## config.mk

```make
export PLATFORM = sky130hd
export DESIGN_NAME = audio_tdm_serializer
export DESIGN_NICKNAME = d
export VERILOG_FILES = /design/src/rtl/audio_tdm_serializer.sv
export SDC_FILE = /design/constraint.sdc
export NUM_CORES = 1
export LEC_CHECK = 0
export BUFFER_PORTS_ARGS = -buffer_cell sky130_fd_sc_hd__clkbuf_2
export CORE_UTILIZATION = 63
export DETAILED_ROUTE_END_ITERATION = 6
export GPL_ROUTABILITY_DRIVEN = 0
export PLACE_DENSITY = 0.86
export SYNTH_ARGS = -nofsm -noshare
export SYNTH_HDL_FRONTEND = slang
export SYNTH_SLANG_ARGS = --single-unit
```

## constraint.sdc

```tcl
create_clock -name AUDIO_CLK -period 7.4 [get_ports AUDIO_CLK]
set_clock_uncertainty 0.05 [all_clocks]
set_input_delay 0.37 -clock AUDIO_CLK [delete_from_list [all_inputs] [get_ports AUDIO_CLK]]
set_output_delay 0.37 -clock AUDIO_CLK [all_outputs]
set_load 0.05 [all_outputs]
```

## src/rtl/audio_tdm_serializer.sv

```systemverilog
// audio_tdm_serializer: I2S (MODE 0) / TDM (MODE 1) serializer with a staging and a shift buffer.
// Define AUD_UNDERRUN_DET_EN to add o_underrun and zero-fill frames that had no i_load.
module audio_tdm_serializer #(
    parameter int CHANNELS = 2,
    parameter int SAMPLE_W = 24,
    parameter int SLOT_W   = 32,
    parameter int BCK_DIV  = 4,
    parameter int MODE     = 0
) (
    input  logic                         AUDIO_CLK,
    input  logic                         reset_reg_N,
    input  logic [CHANNELS*SAMPLE_W-1:0] i_samples,
    input  logic                         i_load,
    output logic                         o_frame_req,
    output logic                         oAUD_BCK,
    output logic                         oAUD_LRCK,
`ifdef AUD_UNDERRUN_DET_EN
    output logic                         oAUD_DATA,
    output logic                         o_underrun
`else
    output logic                         oAUD_DATA
`endif
);
    localparam int FRAME = CHANNELS * SLOT_W;
    localparam int BUF_W = CHANNELS * SAMPLE_W;
    localparam int DIV_W = $clog2(BCK_DIV);
    localparam int BIT_W = $clog2(FRAME);
    localparam int IDX_W = $clog2(BUF_W);

    logic [DIV_W-1:0] div, div_nxt;
    logic [BIT_W-1:0] bit_cnt, bit_nxt, lag_pos;
    logic [BUF_W-1:0] stage, shift_buf, shift_nxt;
    logic             fall, wrap, starve, data_nxt, lrck_nxt;

    // Bit k of slot s in the frame bit stream, MSB first with zero padding.
    function automatic logic stream_bit(input logic [BUF_W-1:0] smp, input logic [BIT_W-1:0] pos);
        int slot, k;
        slot = int'(pos) / SLOT_W;
        k = int'(pos) % SLOT_W;
        stream_bit = 1'b0;
        if (k < SAMPLE_W) stream_bit = smp[IDX_W'(slot * SAMPLE_W + SAMPLE_W - 1 - k)];
    endfunction

`ifdef AUD_UNDERRUN_DET_EN
    logic loaded;
    assign starve = !loaded;
`else
    assign starve = 1'b0;
`endif

    always_comb begin
        fall      = div == DIV_W'(BCK_DIV - 1);
        div_nxt   = fall ? '0 : div + DIV_W'(1);
        wrap      = fall && bit_cnt == BIT_W'(FRAME - 1);
        bit_nxt   = fall ? (wrap ? '0 : bit_cnt + BIT_W'(1)) : bit_cnt;
        shift_nxt = wrap ? (starve ? '0 : stage) : shift_buf;
        // I2S delays data one BCK, so position 0 still shows the old buffer's last bit.
        lag_pos   = (bit_nxt == '0) ? BIT_W'(FRAME - 1) : bit_nxt - BIT_W'(1);
        data_nxt  = (MODE == 0) ? stream_bit(shift_buf, lag_pos) : stream_bit(shift_nxt, bit_nxt);
        lrck_nxt  = (MODE == 0) ? (bit_nxt >= BIT_W'(SLOT_W)) : (bit_nxt == '0);
    end

    always_ff @(posedge AUDIO_CLK or negedge reset_reg_N) begin
        if (!reset_reg_N) begin
            div         <= '0;
            bit_cnt     <= '0;
            stage       <= '0;
            shift_buf   <= '0;
            o_frame_req <= 1'b0;
            oAUD_BCK    <= 1'b0;
            oAUD_LRCK   <= 1'b0;
            oAUD_DATA   <= 1'b0;
`ifdef AUD_UNDERRUN_DET_EN
            loaded      <= 1'b0;
            o_underrun  <= 1'b0;
`endif
        end else begin
            div         <= div_nxt;
            oAUD_BCK    <= div_nxt >= DIV_W'(BCK_DIV / 2);
            o_frame_req <= wrap;
            shift_buf   <= shift_nxt;
            if (i_load) stage <= i_samples;
            if (fall) begin
                bit_cnt   <= bit_nxt;
                oAUD_DATA <= data_nxt;
                oAUD_LRCK <= lrck_nxt;
            end
`ifdef AUD_UNDERRUN_DET_EN
            if (wrap) begin
                o_underrun <= starve;
                loaded     <= i_load;
            end else if (i_load) begin
                loaded <= 1'b1;
            end
`endif
        end
    end
endmodule
```

==> impl_metrics.toml <==
[detailed_routing]
route.antenna.remaining_nets = 0
drtIter0Drc = 230
via_count = 3295
routed_wirelength_um = 9220
dr.max_layer_used = "met4"
vias_cell = 6.14
wl_met3_um = 503
detail_route.drc_violations = 0
route.detailed.wl_per_inst_um = 17.2
dr_wl_met2_um = 4600
met1_length_um = 3990
drt_pre_antenna_iters = 4

[clocking]
clock_sinks = 107
clk_latency_ns = 0.37
clkSlewWorstSetupHoldPaths_ns = 0.11
h-tree-depth = 3
cts_inserted_buffers = 9
cell_at_the_root_of_the_clock_tree = "sky130_fd_sc_hd__clkbuf_8"
post_cts.repair.setup_buffers = 0
cts-root-to-sink-buffers = 2
tritoncts = "yes"

[cells_and_area]
num-nets-final = 486
insertedDiodeCount = 0
area.growth.synth_to_final_pct = 10.1
layout.filler_cells = 505
postLayoutCoreUtil_pct = 72.1
drive_gt1_share_pct = 43.7

[timing]
setup_tns_ns = 0
slew_of_the_pin_with_the_lowest_slew_margin_ns = 1.12
finalSetupViolCount = 0
setup_slack_ns = 3.26
fmax_mhz = 241
worst_slew_margin_rel_pct = 25.2
final-max-slew-violation-count = 0
final.period_utilization_pct = 56.0
grt_setup_unrepaired = "no"
final-hold-violation-count = 0
finalCriticalPeriod_ns = 4.14

[place]
setup_slack_after_placement_ns = 3.39
io_buffers = 54
dp_hpwl_um = 6370

[power_and_ir_drop]
power.ir.vdd_worst_mv = 0.114
leakage_nw = 2.48
totalPowerFinal_mw = 1.06
power_density_mw_per_mm2 = 190

[grt]
largest_net_degree_at_the_start_of_global_routing = 59
grt_overflow_total = 0
antenna_found_initial = 0
first_pass_grt_wire_length_um = 15600
grt.total_usage_pct = 23.9
via_count_of_the_first_global_routing_pass = 3246

[die]
fp.dieW_um = 91.6
floorplan.initialDensity_pct = 65.5
core_area_mm2 = 0.00773
std_cell_rows = 32
chipHeight_um = 91.6
ios = 55
floorplan.die_area_mm2 = 0.00839

[synth]
synth_cell_types = 61
synth_seq_cells = 107
yosysSeqAreaShare_pct = 52.9
mappedNetlistArea_mm2 = 0.00506
synthesis.yosys.warnings = 0
synth.net_count = 439
synth_area_per_cell_um2 = 13.2
synthesis.instances = 383

[critical_path]
critPathArrivalTime_ns = 4.38
criticalPathCategory = "reg -> reg"
crit_path_max_fanout = 26
slowest_cell_delay_on_critical_path_ns = 0.53
critPathCaptureType = "flip-flop"
critPathSlowestCell = "sky130_fd_sc_hd__a21oi_4"
critical_path.startpoint_type = "flip-flop"
timing.critical_path.cells = "ha_1 -> and3_2 -> a21oi_4 -> inv_2 -> ha_1 -> o211ai_1 -> xnor2_1 -> xor2_1 -> o21ai_0 -> ha_1 -> inv_1 -> a211oi_1 -> a211oi_1 -> o31ai_1"
critical_path_required_ns = 7.63
timing.critical_path.mode_cell = "sky130_fd_sc_hd__ha_1"

[flow_run]
max_cap_violations = 0

[worst_hold_path]
timing.hold.worst.class = "in -> reg"

[status]
status = "finished clean"
[area by class of cell]
type / count / area [µm²] / area share (%)
flip-flops and latches: 107 / 2680 / 48.1
multi-input cells: 246 / 2210 / 39.6
repair buffers: 58 / 305 / 5.48
clock buffers: 10 / 138 / 2.47
well taps: 102 / 128 / 2.29
clock inverters: 6 / 78.8 / 1.42
inverters: 8 / 35.0 / 0.629
[cells in the mapped netlist, drive strengths merged]
cell	count	area, µm²
inv	8	35.0
o21bai	1	7.51
a21boi	1	7.51
nand2	11	41.3
clkbuf	12	55.1
nor2	14	55.1
buf	10	88.8
o22ai	3	18.8
and3	5	38.8
xnor2	5	43.8
or2	1	6.26
mux2i	11	110
or3	2	13.8
ha	5	62.6
o211ai	5	42.5
nand3	13	65.1
a31oi	2	12.5
or4	1	7.51
o31ai	1	7.51
a311oi	1	8.76
nor3	6	30.0
dfrtp	107	2680
mux2	98	1100
nand2b	2	12.5
mux4	1	22.5
a211oi	3	22.5
o32a	2	20.0
o2111ai	5	50.0
a31o	1	8.76
a21o	2	23.8
o2111a	2	22.5
a21oi	8	66.3
a41oi	2	36.3
o311ai	2	17.5
a211o	1	8.76
xor2	5	58.8
nand4	3	18.8
o21ai	13	68.8
nor4	3	18.8
and2b	1	7.51
o221ai	4	35.0
[state kept, by name (all words and copies together), names as in the netlist]
signal / count
shift_buf: 48
stage: 48
bit_cnt: 6
div: 2
oAUD_DATA: 1
oAUD_LRCK: 1
o_frame_req: 1
[placed cells by master, fill, tap and decap left out, types with 6 or more instances in the layout]
master / n
sky130_fd_sc_hd__clkbuf_8: 10
sky130_fd_sc_hd__inv_1: 6
sky130_fd_sc_hd__nor2_1: 13
sky130_fd_sc_hd__clkbuf_2: 53
sky130_fd_sc_hd__nor3_1: 6
sky130_fd_sc_hd__dfrtp_1: 107
sky130_fd_sc_hd__nand3_1: 13
sky130_fd_sc_hd__mux2_2: 98
sky130_fd_sc_hd__o21ai_0: 11
sky130_fd_sc_hd__mux2i_1: 11
sky130_fd_sc_hd__nand2_1: 11
[per-layer routing]
layer  GRT usage, %  vias up
li1               -     1503
met1           32.0     1663
met2           38.5      114
met3           4.36       15
met4           9.92        0
met5              0        -
[kinds of logic (layout without fill, tap and decap cells)]
kind of cell | count (synthesis) | count (layout) | synth area share, %
AO/OA/AOI/OAI | 59 | 59 | 9.60
XOR/XNOR | 10 | 10 | 2.03
flip-flops | 107 | 107 | 52.9
buffers and inverters | 30 | 82 | 3.54
multiplexers | 110 | 110 | 24.4
AND/OR/NAND/NOR | 62 | 62 | 6.23
adder cells (fa/ha/maj) | 5 | 5 | 1.24
[metrics by stage]
| step | cells | cell area, µm² | hold slack [ns] |
|---|---|---|---|
| floorplan | 383 | 5060 | 0.0244 |
| detailed placement | 520 | 5340 | 0.367 |
| global placement | 520 | 5340 | 0.357 |
| finish | 537 | 5570 | 0.166 |
| global route | 537 | 5570 | 0.160 |
| CTS | 537 | 5570 | 0.165 |
[final timing paths]
kind / startpoint / to / slack (ns) / depth (start not counted)
max in group asynchronous: reset_reg_N / shift_buf[0]$_DFFE_PN0P_ / 5.67 / 3
setup reg to reg: div[1]$_DFF_PN0_ / oAUD_DATA$_DFFE_PN0N_ / 3.26 / 14
min in group asynchronous: reset_reg_N / oAUD_DATA$_DFFE_PN0N_ / 0.50 / 2
hold / removal: i_samples[40] / stage[40]$_DFFE_PN0P_ / 0.17 / 2
setup / recovery: div[1]$_DFF_PN0_ / oAUD_DATA$_DFFE_PN0N_ / 3.26 / 14
hold reg to reg: div[0]$_DFF_PN0_ / div[0]$_DFF_PN0_ / 0.38 / 1
[critical path: cells and delay by family (launching register included)]
family | cells | cell delay [ns]
simple gates | 1 | 0.33
flops | 1 | 0.39
fa+ha+maj | 3 | 1.06
compound gates | 6 | 1.38
buf+inv | 2 | 0.38
xor+xnor | 2 | 0.47
[repair_timing]
action | in CTS | in global routing
gates resized for setup | 0 | 0
endpoints found under the hold margin | 49 | 0
setup endpoints to repair | 0 | 0
hold buffers | 1 | 0
[where the power goes]
part	total, mW	leakage [nW]	switching (mW)	internal (mW)
Combinational	0.0583	0.998	0.0246	0.0337
Clock	0.374	0.111	0.201	0.173
Sequential	0.625	1.37	0.0144	0.610
No activity file was read; power rests on OpenSTA's default activity.
